$ cat config.mk
export PLATFORM = sky130hd
export DESIGN_NAME = uart_receiver
export DESIGN_NICKNAME = d
export VERILOG_FILES = /design/src/rtl/uart_pkg.sv /design/src/rtl/uart_rx_data_sampler.sv /design/src/rtl/uart_receiver.sv
export SDC_FILE = /design/constraint.sdc
export NUM_CORES = 1
export LEC_CHECK = 0
export CORE_MARGIN = 8
export CORE_UTILIZATION = 54
export DETAILED_ROUTE_END_ITERATION = 16
export PLACE_DENSITY = 0.77
export SYNTH_ARGS = -nofsm -noshare
export SYNTH_HDL_FRONTEND = slang
export SYNTH_SLANG_ARGS = --single-unit
$ cat constraint.sdc
create_clock -name clk -period 3.5 [get_ports clk]
set_clock_uncertainty 0.15 [all_clocks]
set_input_delay 1.05 -clock clk [delete_from_list [all_inputs] [get_ports clk]]
set_output_delay 1.05 -clock clk [all_outputs]
set_load 0.02 [all_outputs]
$ cat src/rtl/uart_pkg.sv
`default_nettype none
// ============================================================================
// Module      : uart_pkg
// Description : Shared UART types: receiver states, parity encodings and the
//               transmitter bit-select constants.
// Revision    : 1.0 - initial release
// ============================================================================
package uart_pkg;

   typedef enum logic [2:0] {
      IDLE   = 3'd0,
      START  = 3'd1,
      DATA   = 3'd2,
      PARITY = 3'd3,
      STOP   = 3'd4
   } rx_state_t;

   localparam logic PARITY_EVEN = 1'b0;
   localparam logic PARITY_ODD  = 1'b1;

   // Transmitter output-mux selects; both directions share one frame order.
   localparam logic [1:0] TX_SEL_START  = 2'd0;
   localparam logic [1:0] TX_SEL_DATA   = 2'd1;
   localparam logic [1:0] TX_SEL_PARITY = 2'd2;
   localparam logic [1:0] TX_SEL_STOP   = 2'd3;

   function automatic logic majority3(input logic a, input logic b, input logic c);
      return (a & b) | (a & c) | (b & c);
   endfunction

endpackage
`default_nettype wire

$ cat src/rtl/uart_rx_data_sampler.sv
`default_nettype none
// ============================================================================
// Module      : uart_rx_data_sampler
// Description : Line synchroniser, bit-period counters and bit decision.
//               UART_RX_MAJORITY_VOTE_EN selects 2-of-3 voting around the
//               mid-bit point (decision one cycle later).
// Revision    : 1.0 - initial release
// ============================================================================
module uart_rx_data_sampler
   import uart_pkg::*;
#(
   parameter int PRESCALE_WIDTH = 6,
   parameter int BIT_CNT_WIDTH  = 4
) (
   input  logic                      clk,
   input  logic                      reset,
   input  logic                      serial_data_in,
   input  logic [PRESCALE_WIDTH-1:0] prescale,
   input  logic                      start,
   input  logic                      active,
   output logic                      rx_s,
   output logic                      sampled_bit,
   output logic                      sample_strobe,
   output logic                      bit_wrap,
   output logic [BIT_CNT_WIDTH-1:0]  bit_cnt
);

   logic                      r_sync1;
   logic                      r_sync2;
   logic [PRESCALE_WIDTH-1:0] r_edge_cnt;
   logic [BIT_CNT_WIDTH-1:0]  r_bit_cnt;
   logic [PRESCALE_WIDTH-1:0] w_sp;

   assign w_sp     = prescale >> 1;
   assign rx_s     = r_sync2;
   assign bit_cnt  = r_bit_cnt;
   assign bit_wrap = active && (r_edge_cnt == prescale - 1'b1);

   always_ff @(posedge clk) begin
      if (reset) begin
         r_sync1 <= 1'b1;
         r_sync2 <= 1'b1;
      end else begin
         r_sync1 <= serial_data_in;
         r_sync2 <= r_sync1;
      end
   end

   // The start-detect cycle is tick 0, so the counter lands on 1 after it.
   always_ff @(posedge clk) begin
      if (reset) begin
         r_edge_cnt <= '0;
         r_bit_cnt  <= '0;
      end else if (start) begin
         r_edge_cnt <= {{(PRESCALE_WIDTH-1){1'b0}}, 1'b1};
         r_bit_cnt  <= '0;
      end else if (!active) begin
         r_edge_cnt <= '0;
         r_bit_cnt  <= '0;
      end else if (bit_wrap) begin
         r_edge_cnt <= '0;
         r_bit_cnt  <= r_bit_cnt + 1'b1;
      end else begin
         r_edge_cnt <= r_edge_cnt + 1'b1;
      end
   end

`ifdef UART_RX_MAJORITY_VOTE_EN
   logic r_s_early;
   logic r_s_mid;

   always_ff @(posedge clk) begin
      if (reset) begin
         r_s_early <= 1'b0;
         r_s_mid   <= 1'b0;
      end else if (active) begin
         if (r_edge_cnt == w_sp - 1'b1) r_s_early <= r_sync2;
         if (r_edge_cnt == w_sp)        r_s_mid   <= r_sync2;
      end
   end

   assign sample_strobe = active && (r_edge_cnt == w_sp + 1'b1);
   assign sampled_bit   = majority3(r_s_early, r_s_mid, r_sync2);
`else
   assign sample_strobe = active && (r_edge_cnt == w_sp);
   assign sampled_bit   = r_sync2;
`endif

endmodule
`default_nettype wire

$ cat src/rtl/uart_receiver.sv
`default_nettype none
// ============================================================================
// Module      : uart_receiver
// Description : UART receive FSM, shift register, parity check and strobes.
//               Sampling mode follows UART_RX_MAJORITY_VOTE_EN.
// Revision    : 1.0 - initial release
// ============================================================================
module uart_receiver
   import uart_pkg::*;
#(
   parameter int DATA_WIDTH     = 8,
   parameter int PRESCALE_WIDTH = 6
) (
   input  logic                      clk,
   input  logic                      reset,
   input  logic                      parity_enable,
   input  logic                      parity_type,
   input  logic [PRESCALE_WIDTH-1:0] prescale,
   input  logic                      serial_data_in,
   output logic [DATA_WIDTH-1:0]     parallel_data,
   output logic                      data_valid,
   output logic                      parity_error,
   output logic                      framing_error
);

   localparam int BIT_CNT_WIDTH = $clog2(DATA_WIDTH + 3);

   rx_state_t                r_state;
   rx_state_t                w_next;
   logic                     w_rx_s;
   logic                     w_bit;
   logic                     w_strobe;
   logic                     w_wrap;
   logic [BIT_CNT_WIDTH-1:0] w_bit_cnt;
   logic                     w_start;
   logic                     w_active;
   logic                     r_par_en;
   logic                     r_par_type;
   logic                     r_par_err;
   logic [DATA_WIDTH-1:0]    r_shift;

   assign w_start  = (r_state == IDLE) && !w_rx_s;
   assign w_active = (r_state != IDLE);

   uart_rx_data_sampler #(
      .PRESCALE_WIDTH (PRESCALE_WIDTH),
      .BIT_CNT_WIDTH  (BIT_CNT_WIDTH)
   ) u_sampler (
      .clk            (clk),
      .reset          (reset),
      .serial_data_in (serial_data_in),
      .prescale       (prescale),
      .start          (w_start),
      .active         (w_active),
      .rx_s           (w_rx_s),
      .sampled_bit    (w_bit),
      .sample_strobe  (w_strobe),
      .bit_wrap       (w_wrap),
      .bit_cnt        (w_bit_cnt)
   );

   always_ff @(posedge clk) begin
      if (reset) r_state <= IDLE;
      else       r_state <= w_next;
   end

   always_comb begin
      w_next = r_state;
      case (r_state)
         IDLE:    if (!w_rx_s) w_next = START;
         START: begin
            if (w_strobe && w_bit) w_next = IDLE;
            else if (w_wrap)       w_next = DATA;
         end
         DATA: begin
            if (w_wrap && (w_bit_cnt == BIT_CNT_WIDTH'(DATA_WIDTH)))
               w_next = r_par_en ? PARITY : STOP;
         end
         PARITY:  if (w_wrap) w_next = STOP;
         // Leave at the stop decision so a start edge late in the stop bit is caught.
         STOP:    if (w_strobe) w_next = IDLE;
         default: w_next = IDLE;
      endcase
   end

   always_ff @(posedge clk) begin
      if (reset) begin
         r_par_en      <= 1'b0;
         r_par_type    <= PARITY_EVEN;
         r_par_err     <= 1'b0;
         r_shift       <= '0;
         parallel_data <= '0;
         data_valid    <= 1'b0;
         parity_error  <= 1'b0;
         framing_error <= 1'b0;
      end else begin
         data_valid    <= 1'b0;
         parity_error  <= 1'b0;
         framing_error <= 1'b0;
         if (w_start) begin
            r_par_en   <= parity_enable;
            r_par_type <= parity_type;
            r_par_err  <= 1'b0;
         end
         if (w_strobe) begin
            case (r_state)
               DATA:   r_shift   <= {w_bit, r_shift[DATA_WIDTH-1:1]};
               PARITY: r_par_err <= w_bit != ((^r_shift) ^ (r_par_type == PARITY_ODD));
               STOP: begin
                  data_valid    <= w_bit & ~r_par_err;
                  parity_error  <= r_par_err;
                  framing_error <= ~w_bit;
                  if (w_bit && !r_par_err) parallel_data <= r_shift;
               end
               default: ;
            endcase
         end
      end
   end

endmodule
`default_nettype wire

==> results_dict.tcl <==
set metrics [dict create \
    status "complete, no violations" \
    grt_overflow 0 \
    layout_commonest_cell "dfxtp_1" \
    drc 0 \
    multi_input_area_um2 1000 \
    layout_common_cells "dfxtp_1, nor2_1, clkdlybuf4s50_1" \
    num_antenna_cells 0 \
    cts.sinks 37 \
    worst_pin_slew_ns 0.556 \
    final_cell_count_no_fill 279 \
    ir_drop_uv 254 \
    rsz0062_at_grt "false" \
    cts_tree "built" \
    die_area_um2 5460 \
    avgSynthCellArea_um2 9.09 \
    critical-path-max-stage-delay_ns 0.54 \
    crit_arrival_ns 3.32 \
    clk_pin_slew_ns 0.11 \
    clock.fmax_ghz 0.315 \
    r2r_end "u_sampler.bit_cnt[3]" \
    start_util_pct 55.1 \
    synth_nets 214 \
    setup_ws_ns 0.327 \
    track_usage_pct 16.1 \
    clock-root-buffer "clkbuf_4" \
    syn_area_um2 1810 \
    hp-class "reg2reg" \
    rows 21 \
    area_delta_synth_final_pct 23.7 \
    slew_headroom_pct 62.6 \
    path_common_cell "or4_1" \
    fillCellCount 266 \
    die_y_um 73.9 \
    power_density_nw_per_um2 361 \
    critical_path.cell_chain "clkdlybuf4s50_1, or4_1, or3_4, a211o_1, or4_1, a21oi_1" \
    setup_viol 0 \
    finalNetCount 247 \
    routed_wl_um 3920 \
    slowest_stage "or4_1" \
    rrSetupSlack_ns 1.42 \
    clk_path_buf_depth 2 \
    critPathKind "in2reg" \
    report.final.slew_viol_count 0 \
    cts.repair.resized 0 \
    ys_seq_elements 37 \
    synthCells 199 \
    async_flop_share_pct 0 \
    via_per_inst 5.54 \
    placedCellCount 271 \
    io_buffers 21 \
    cp_max_fo 3 \
    ant_nets 0 \
    area.sequential_um2 741 \
    wl_per_cell_um 14.0 \
    period_share_pct 90.7 \
    ys_warn_count 0 \
    io_pins 22 \
    startpoint "prescale[0]" \
    pre_cts_ws_ns -0.0420 \
    post-route-min-period_ns 3.17 \
    synth-edff-count 0 \
    yosysSeqAreaShare_pct 40.9 \
    grt_pass1_vias 1551 \
    coreArea_um2 3280 \
    hpwl_um 3050 \
    antenna_found_initial 0 \
    reg2reg_depth 5 \
    drive_above_1_share_pct 13.3 \
    vias 1545 \
    grt_pass1_wl_um 6820 \
    p_leak_nw 0.953 \
    ctsHoldBuffers 0 \
    drtIter0Drc 144 \
    setup.worst_path.end "u_sampler.bit_cnt[3]" \
    worstReg2RegStart "u_sampler.r_edge_cnt[2]" \
    finalHoldViolations 0 \
    clock_latency_ns 0.35 \
    cts_buffers 5 \
    gp_congestion 0.895 \
    cp_data_required_time_ns 3.64 \
    yosysUniqueCellTypes 37 \
    cap_violations 0 \
    dr.pass1.iters 4 \
    fp.dieW_um 73.9 \
    grt_max_degree 24 \
    worstSetupEndpointType "flop" \
    htree_levels 2 \
    cts_setup_buffers 0 \
    startpoint_type "primary input" \
    synth_top_flop_cell "dfxtp_1" \
]
-- cell usage after synthesis (2+ instances only) --
library cell	instances	area share (%)
inv_1	9	1.9
nor2b_1	3	1.0
or4_1	2	0.83
nand3_1	7	1.9
nor2_1	23	4.8
a21oi_1	10	2.8
clkbuf_1	9	1.9
a31oi_1	3	1.0
nand2b_1	2	0.69
xnor2_1	11	5.3
nor4_1	4	1.4
nor3b_1	2	0.83
nor3_1	8	2.2
mux2i_1	17	9.4
nand2_1	6	1.2
nand4_1	3	1.0
or2_2	4	1.4
a211o_1	2	0.97
a31o_2	2	0.97
xor2_1	11	5.3
o21ai_0	5	1.4
ha_1	4	2.8
or3_1	2	0.69
dfxtp_1	37	41
-- state kept, by name, summed over array words and instances, names as in the netlist --
signal and flops:
u_sampler.rx_s 1, u_sampler.r_sync1 1, r_shift 8, r_par_en 1
r_state 3, u_sampler.bit_cnt 4, r_par_err 1, data_valid 1
r_par_type 1, u_sampler.r_edge_cnt 6, framing_error 1, parity_error 1
parallel_data 8
-- cells by family after synthesis --
kind of cell             share of synthesized area, %
AND/OR/NAND/NOR                                  20.7
flip-flops                                       40.9
AO/OA/AOI/OAI                                    10.6
buffers and inverters                            3.73
XOR/XNOR                                         11.9
multiplexers                                     9.41
adder cells (fa/ha/maj)                          2.77
-- report_power, final --
group	internal, W	total (W)	switching, W
registers	0.000424	0.000427	0.00000356
clock network	0.000170	0.000315	0.000145
logic	0.0000325	0.0000660	0.0000335
total	0.000626	0.000808	0.000182
-- worst min path at each step --
stage	from	to	slack, ns	cells after the start
final	u_sampler.r_sync1	u_sampler.rx_s	0.28	1
after global placement	u_sampler.r_sync1	u_sampler.rx_s	0.24	1
after detailed placement	u_sampler.r_sync1	u_sampler.rx_s	0.25	1
after floorplan	u_sampler.r_sync1	u_sampler.rx_s	0.24	1
after global routing	u_sampler.r_sync1	u_sampler.rx_s	0.31	1
after CTS	u_sampler.r_sync1	u_sampler.rx_s	0.29	1
-- worst max-delay path: cells and delay by family --
family / cells / cell delay, ns
AOI/OAI and AO/OA: 2 / 0.49
buffers and inverters: 1 / 0.42
and+or+nand+nor: 3 / 1.36
-- cell type report --
type	instances	share of cell area [%]
multi-input combinational	144	44.7
sequential	37	33.1
timing repair buffer	35	14.1
tap	46	2.57
clock buffer	6	2.29
clock inverter	2	1.68
inverter	9	1.51
-- per-stage QoR --
stage | power, W | TNS (ns) | util [%] | hold WS [ns] | area [µm²]
global placement | 0.000499 | 0 | 65.4 | 0.241 | 2150
detailed placement | 0.000502 | -0.0420 | 65.4 | 0.252 | 2150
finish | 0.000808 | 0 | 68.1 | 0.280 | 2240
floorplan | 0.000470 | 0 | - | 0.239 | 1810
global route | 0.000843 | 0 | 68.1 | 0.305 | 2240
CTS | 0.000813 | 0 | 68.1 | 0.288 | 2240
-- layer usage --
layer / part of all wire, % / global-route usage [%] / up-vias
li1: - / - / 765
met1: 43 / 18.7 / 743
met2: 50 / 25.5 / 31
met3: 5.2 / 5.46 / 6
met4: 1.8 / 8.43 / 0
met5: 0 / 0 / -
(Power assumes the default switching activity.)
